===== src/rtl/mem_arb_pkg.sv =====
// mem_arb_pkg
// Shared types for the two-client main-memory arbiter.
//   arb_state_t  : arbiter FSM states (IDLE, OWN_I, OWN_D)
//   client_t     : identifies the instruction or data cache
//   line_t       : one cache line at the default line size (8 x 32-bit words)
//   other_client : returns the opposite client, used for round-robin rotation
package mem_arb_pkg;

    localparam int WORD_W            = 32;
    localparam int DEF_LINE_ADDR_LEN = 3;
    localparam int DEF_LINE_SIZE     = 1 << DEF_LINE_ADDR_LEN;

    typedef enum logic [1:0] {
        IDLE  = 2'd0,
        OWN_I = 2'd1,
        OWN_D = 2'd2
    } arb_state_t;

    typedef enum logic {
        CLI_I = 1'b0,
        CLI_D = 1'b1
    } client_t;

    // Word k of the line lives in bits [k*32 +: 32], matching the flat
    // line ports of the arbiter and caches.
    typedef logic [DEF_LINE_SIZE-1:0][WORD_W-1:0] line_t;

    function automatic client_t other_client(input client_t c);
        return (c == CLI_I) ? CLI_D : CLI_I;
    endfunction

endpackage


===== src/rtl/rr_pick2.sv =====
// rr_pick2
// Combinational two-input round-robin picker.
//   req_i, req_d : requests from the I-cache and D-cache clients
//   prio         : client preferred when both request
//   valid        : at least one client requests
//   sel          : selected client (meaningful only when valid)
module rr_pick2
    import mem_arb_pkg::*;
(
    input  logic    req_i,
    input  logic    req_d,
    input  client_t prio,
    output logic    valid,
    output client_t sel
);

    always_comb begin
        valid = req_i | req_d;
        sel   = CLI_I;
        if (req_i && req_d) begin
            sel = prio;
        end else if (req_d) begin
            sel = CLI_D;
        end
    end

endmodule


===== src/rtl/mem_arbiter.sv =====
// mem_arbiter
// Shares the single line-granular main-memory port between the I-cache and
// the D-cache with round-robin priority, and counts completed transactions
// per client with saturating counters.
//   clk, rst_n                         : clock, asynchronous active-low reset
//   i_rd_req/i_wr_req/i_addr/i_wr_line : I-cache memory-side request
//   i_gnt                              : grant pulse to the I-cache
//   d_rd_req/d_wr_req/d_addr/d_wr_line : D-cache memory-side request
//   d_gnt                              : grant pulse to the D-cache
//   rd_line                            : memory read line, broadcast to both
//   mem_rd_req/mem_wr_req/mem_addr/mem_wr_line : forwarded to main memory
//   mem_gnt, mem_rd_line               : main-memory grant and read line
//   i_cnt, d_cnt                       : completed transactions, saturating
module mem_arbiter
    import mem_arb_pkg::*;
#(
    parameter  int LINE_ADDR_LEN = 3,
    parameter  int ADDR_LEN      = 9,
    parameter  int CNT_W         = 16,
    localparam int LINE_SIZE     = 1 << LINE_ADDR_LEN,
    localparam int LINE_W        = 32 * LINE_SIZE
)
(
    input  logic                clk,
    input  logic                rst_n,

    input  logic                i_rd_req,
    input  logic                i_wr_req,
    input  logic [ADDR_LEN-1:0] i_addr,
    input  logic [LINE_W-1:0]   i_wr_line,
    output logic                i_gnt,

    input  logic                d_rd_req,
    input  logic                d_wr_req,
    input  logic [ADDR_LEN-1:0] d_addr,
    input  logic [LINE_W-1:0]   d_wr_line,
    output logic                d_gnt,

    output logic [LINE_W-1:0]   rd_line,

    output logic                mem_rd_req,
    output logic                mem_wr_req,
    output logic [ADDR_LEN-1:0] mem_addr,
    output logic [LINE_W-1:0]   mem_wr_line,
    input  logic                mem_gnt,
    input  logic [LINE_W-1:0]   mem_rd_line,

    output logic [CNT_W-1:0]    i_cnt,
    output logic [CNT_W-1:0]    d_cnt
);

    arb_state_t state;
    arb_state_t state_next;
    client_t    prio;
    logic       i_req;
    logic       d_req;
    logic       pick_valid;
    client_t    pick_sel;

    assign i_req = i_rd_req | i_wr_req;
    assign d_req = d_rd_req | d_wr_req;

    // Memory holds the read line after its grant, so a plain pass-through
    // is enough for the owner to capture it.
    assign rd_line = mem_rd_line;

    rr_pick2 u_pick (
        .req_i (i_req),
        .req_d (d_req),
        .prio  (prio),
        .valid (pick_valid),
        .sel   (pick_sel)
    );

    always_ff @(posedge clk or negedge rst_n) begin
        if (!rst_n) begin
            state <= IDLE;
        end else begin
            state <= state_next;
        end
    end

    // The owner's request is forwarded combinationally so an abort (owner
    // drops its request) removes the memory request in the same cycle.
    // A write wins over a read when a client asserts both. A grant seen in
    // IDLE is ignored because nothing decodes mem_gnt there.
    always_comb begin
        state_next  = state;
        i_gnt       = 1'b0;
        d_gnt       = 1'b0;
        mem_rd_req  = 1'b0;
        mem_wr_req  = 1'b0;
        mem_addr    = '0;
        mem_wr_line = '0;
        case (state)
            IDLE: begin
                if (pick_valid) begin
                    state_next = (pick_sel == CLI_I) ? OWN_I : OWN_D;
                end
            end
            OWN_I: begin
                mem_addr    = i_addr;
                mem_wr_line = i_wr_line;
                mem_wr_req  = i_wr_req;
                mem_rd_req  = i_rd_req & ~i_wr_req;
                i_gnt       = mem_gnt;
                if (mem_gnt || !i_req) begin
                    state_next = IDLE;
                end
            end
            OWN_D: begin
                mem_addr    = d_addr;
                mem_wr_line = d_wr_line;
                mem_wr_req  = d_wr_req;
                mem_rd_req  = d_rd_req & ~d_wr_req;
                d_gnt       = mem_gnt;
                if (mem_gnt || !d_req) begin
                    state_next = IDLE;
                end
            end
            default: begin
                state_next = IDLE;
            end
        endcase
    end

    // Priority rotates only on a completed transaction; aborts leave it alone.
    always_ff @(posedge clk or negedge rst_n) begin
        if (!rst_n) begin
            prio <= CLI_I;
        end else if (i_gnt) begin
            prio <= other_client(CLI_I);
        end else if (d_gnt) begin
            prio <= other_client(CLI_D);
        end
    end

    always_ff @(posedge clk or negedge rst_n) begin
        if (!rst_n) begin
            i_cnt <= '0;
            d_cnt <= '0;
        end else begin
            if (i_gnt && (i_cnt != '1)) begin
                i_cnt <= i_cnt + CNT_W'(1);
            end
            if (d_gnt && (d_cnt != '1)) begin
                d_cnt <= d_cnt + CNT_W'(1);
            end
        end
    end

endmodule


===== config.mk =====
export PLATFORM = sky130hd
export DESIGN_NAME = mem_arbiter
export DESIGN_NICKNAME = d
export VERILOG_FILES = /design/src/rtl/mem_arb_pkg.sv /design/src/rtl/rr_pick2.sv /design/src/rtl/mem_arbiter.sv
export SDC_FILE = /design/constraint.sdc
export NUM_CORES = 1
export LEC_CHECK = 0
export ABC_CLOCK_PERIOD_IN_PS = 3930
export CAP_MARGIN = 20
export CORE_AREA = 4 4 522 524
export CTS_CLUSTER_SIZE = 20
export DETAILED_ROUTE_END_ITERATION = 12
export DIE_AREA = 0 0 526 528
export SYNTH_ARGS = -nofsm -noshare
export SYNTH_HDL_FRONTEND = slang
export SYNTH_SLANG_ARGS = --single-unit

===== constraint.sdc =====
create_clock -name clk -period 3.93 [get_ports clk]
set_input_delay 0.786 -clock clk [delete_from_list [all_inputs] [get_ports clk]]
set_output_delay 0.786 -clock clk [all_outputs]
set_load 0.01 [all_outputs]

[Word-level counts from Yosys, hierarchy flattened]
Index checks and enable logic that the tools add are counted.
Word-level totals
  flip-flop bits (word level): 35
  input port bits: 793
  word-level logic and storage cells: 45
Operators by class
  add/sub/neg operators: 2
  equality and inequality tests: 7
  muxes and demuxes: 15
  bitwise logic cells: 7
  reduce and logical (&&, ||, !) cells: 10
Operators by type and width (count)
  256-bit one-hot mux with 2 select lines: 1
  16-bit by 1-bit adder with 16-bit output, second input constant: 2
  16-bit inequality test, second input constant: 2
  9-bit one-hot mux with 2 select lines: 1
  2-bit two-way mux: 4
  1-bit two-way mux: 6
  2-bit inequality test, second input constant: 3
  2-bit one-hot mux with 3 select lines: 1
  1-bit one-hot mux with 2 select lines: 2
  1-bit logical AND: 3
  1-bit OR: 3
  3-bit AND reduction: 1
  1-bit bitwise AND: 2
  2-bit by 1-bit equality test with 1-bit output, second input constant: 1
  2-bit equality test, second input constant: 1
  1-bit zero test: 2
  2-bit zero test: 1
  1-bit logical OR: 2
  1-bit inverter: 2
  2-bit nonzero test: 1

[Depth between registers and ports, before layout]
  depth after elaboration: 6
  gate-level depth with buffers: 8

[Hierarchy]
A second synthesis with hierarchy kept.
Unflattened totals
  cell total of the unflattened synthesis: 1041
  area total of the unflattened synthesis: 7708.6 um^2
By module, submodules not included
  mem_arbiter: times used 1, cells an instance 1038, area each 7691.1 um^2, sequential area each 875.8 um^2
  rr_pick2: times used 1, cells an instance 3, area each 17.5 um^2, sequential area each 0.0 um^2

[Worst setup path after synthesis]
OpenSTA, ideal clock, no wires.
  path type: register to output
  start: reg state[0]
  end: out mem_wr_line[128]
  data arrival time: 1.647 ns
  data required time: 3.144 ns
  path slack: 1.497 ns
  stages on the path, launching flop included: 8
  path buffers: 3
  cells stage by stage: dfrtp_1 -> inv_1 -> ha_1 -> clkbuf_1 -> clkbuf_1 -> buf_1 -> a22oi_1 -> nor2b_1
Between the ends
  longest elaborated chain between the ends: 2
  elaborated cells between the ends (all ways): 3
  classes of those cells: 2 x eq/ne; 1 x mux
RTL lines
  from (decl): line mem_arbiter.sv:52  | arb_state_t state;
  from (signal assigned): line mem_arbiter.sv:79  | state <= state_next;
  2-bit equality test or 2-bit by 1-bit equality test with 1-bit output (tied branches): line mem_arbiter.sv:95  | case (state)
  256-bit one-hot mux with 2 select lines *: line mem_arbiter.sv:95
  to (decl): line mem_arbiter.sv:44  | output logic [LINE_W-1:0] mem_wr_line,
Mark *: on every way between the ends. The rest lies on a longest branch, timed or not.

[Final worst setup path]
  start: reg state[1]
  end: out mem_wr_line[10]
Same word-level chain as after synthesis.

==> results <==
layer usage:
layer	part of all wire	routed length (um)
met1	0.25	58400
met2	0.44	102000
met3	0.27	63700
met4	0.041	9560
met5	0.0022	512
flip-flops by register name (all words and copies together), names as in the netlist:
register / cells
prio: 1
state: 2
i_cnt: 16
d_cnt: 16
path summary, 6_finish.rpt:
kind                              endpoint  slack [ns]  cells after the start
min in group asynchronous         state[1]        0.94                      2
max in group asynchronous         i_cnt[0]        2.65                      2
min reg2reg                      i_cnt[15]        0.51                      1
max                        mem_wr_line[10]        0.13                      7
min                              i_cnt[15]        0.51                      1
max reg2reg                       i_cnt[8]        1.53                      8
final cells by class:
type	count	area [um2]
multi-input cells	660	4620
flip-flops and latches	35	876
well taps	3552	4440
clock buffers	6	139
inverters	5	18.8
fillers	31300	248000
clock inverters	2	35.0
repair buffers	882	9470
diodes	27	67.6
cells by family (layout without fill, tap and decap cells):
group | Yosys count | count (layout) | synth area share
buffers and inverters | 352 | 895 | 0.295
AND/OR/NAND/NOR | 341 | 341 | 0.275
AO/OA/AOI/OAI | 285 | 285 | 0.273
flip-flops | 35 | 35 | 0.113
XOR/XNOR | 23 | 23 | 0.0260
adder cells (fa/ha/maj) | 6 | 6 | 0.00968
multiplexers | 5 | 5 | 0.00759
other | 0 | 27 | 0
synth_stat cells (all sizes together), types with 2 or more instances:
library cell,n
a22oi,266
nand2,13
dfrtp,35
and2,2
nor3,9
nor4b,2
nor4,2
nor2,12
nor2b,266
a41oi,2
nor3b,4
mux2,4
inv,5
and3,3
xnor2,9
ha,6
a31oi,2
xor2,14
buf,267
and4,6
nand3,10
clkbuf,80
o21ai,6
nand4,9
a21oi,5
stage by stage:
stage               setup slack [ns]  hold WS (ns)
finish                         0.134         0.506
global route                   0.242         0.540
CTS                            0.283         0.504
detailed placement             0.559         0.497
global placement               0.553         0.485
floorplan                       1.50         0.450
report_power, final:
part           switching (mW)  leakage (nW)  total [mW]  internal [mW]
clock network           0.149        0.0870       0.464          0.315
registers              0.0847         0.459       0.503          0.419
logic                    4.97          5.04        9.06           4.09
total                    5.20          5.59        10.0           4.82
worst max-delay path, stage by stage, from the launching register on:
cell and delay (ns):
dfrtp_1 0.41, inv_1 0.15, ha_4 0.22, buf_12 0.16, buf_12 0.20, a22oi_1 0.82
nor2b_1 0.15, clkdlybuf4s50_1 0.54
==> flow_summary.ini <==
[yosys]
ys.flop_type = dfrtp_1
avgSynthCellArea_um2 = 7.40
synth_area_leaders = a22oi_1 26%, buf_4 25%, nor2b_1 21%, dfrtp_1 11%, clkbuf_1 3.9%
yosysTopAreaCell = a22oi_1
ys_ff_latch = 35
yosys_warnings = 0
synth.distinct_cells = 43
synth_enable_flop_cells = 0
synth_cells = 1047
synth_top_area_share = 0.258
syn_area_um2 = 7750
syn_nets = 1846
async_reset_ff_frac = 1.00
synth_seq_area_share = 0.113

[global_route]
grt-busiest-layer = met2
grt_max_degree = 83
track_usage = 0.160
first_global_vias = 11300
antenna_found_initial = 244
grt_first_pass_wirelength_um = 259000
grtUsageMet3 = 0.200
grt.met2_usage = 0.254
grt.overflow.total = 0
met1_usage = 0.117

[floorplanning]
die_w_um = 526
initial_core_util = 0.0290
io_pins = 1350
row_count = 190
dieArea_um2 = 278000
core_um2 = 267000
dieHeight_um = 528

[sta]
worst_pin_slew_ns = 1.06
fin_crit_sh = 0.966
fin_tns_setup_ns = 0
period_needed_ns = 3.80
maxSlewViolCount = 0
fin_skew_ns = 0.0100
rsz0062_at_grt = no
slew_headroom = 0.291
fmax_ghz = 0.263
final_hold_viol_count = 0
setup_viol = 0

[worst_hold_path]
hold_path_class = reg -> reg
worstHoldStart = i_cnt[15]

[cells_and_area]
fin_nets = 2388
fin_area_um2 = 19700
final_common_cell = clkdlybuf4s50_1
fin_util = 0.0735
syn2layout_area_growth_pct = 154
drive_gt1_frac = 0.106
final_cell_mix = 737 x clkdlybuf4s50_1, 266 x a22oi_1, 266 x nor2b_1, 80 x buf_12, 65 x buf_4
fin_cells = 5169

[power_and_ir_drop]
pwr_density_cell_nw_per_um2 = 510
power_leakage_nw = 5.59
power.total_mw = 10.0
peakVddDrop_uv = 489

[outcome]
outcome = complete, no violations

[clocking]
htreeDepth = 2
insertion_delay_ns = 0.28
cts_setup_buffers = 0
cts_tree = yes
cts-hold-fix-buffers = 0
cts_buffer_depth = 2
cts_root_buf = clkbuf_16
cts.sinks = 35
cts_buffers = 5
clk_pin_slew_ns = 0.06
cts_resized = 0

[place]
dp.cells = 5134
dp_hpwl_um = 225000
placed_area_um2 = 19400
io_buffers = 837
place_congestion = 0.848

[route]
wl_um = 234000
first_iter_violations = 667
first_pass_iters = 5
ant_nets = 0
wl_per_cell_um = 45.3
via_per_inst = 2.30
vias = 11900
drc = 0

[setup_path]
cp_data_arrival_time_ns = 3.01
endpoint_kind = primary output
r2r-start = state[1]
start_kind = flip-flop
cp_max_fo = 26
critical_path_class = reg -> out
worstPathRequired_ns = 3.14
startpoint = state[1]

[run]
maxCapViolCount = 0
Note: power is estimated with default switching activity, not from simulation.
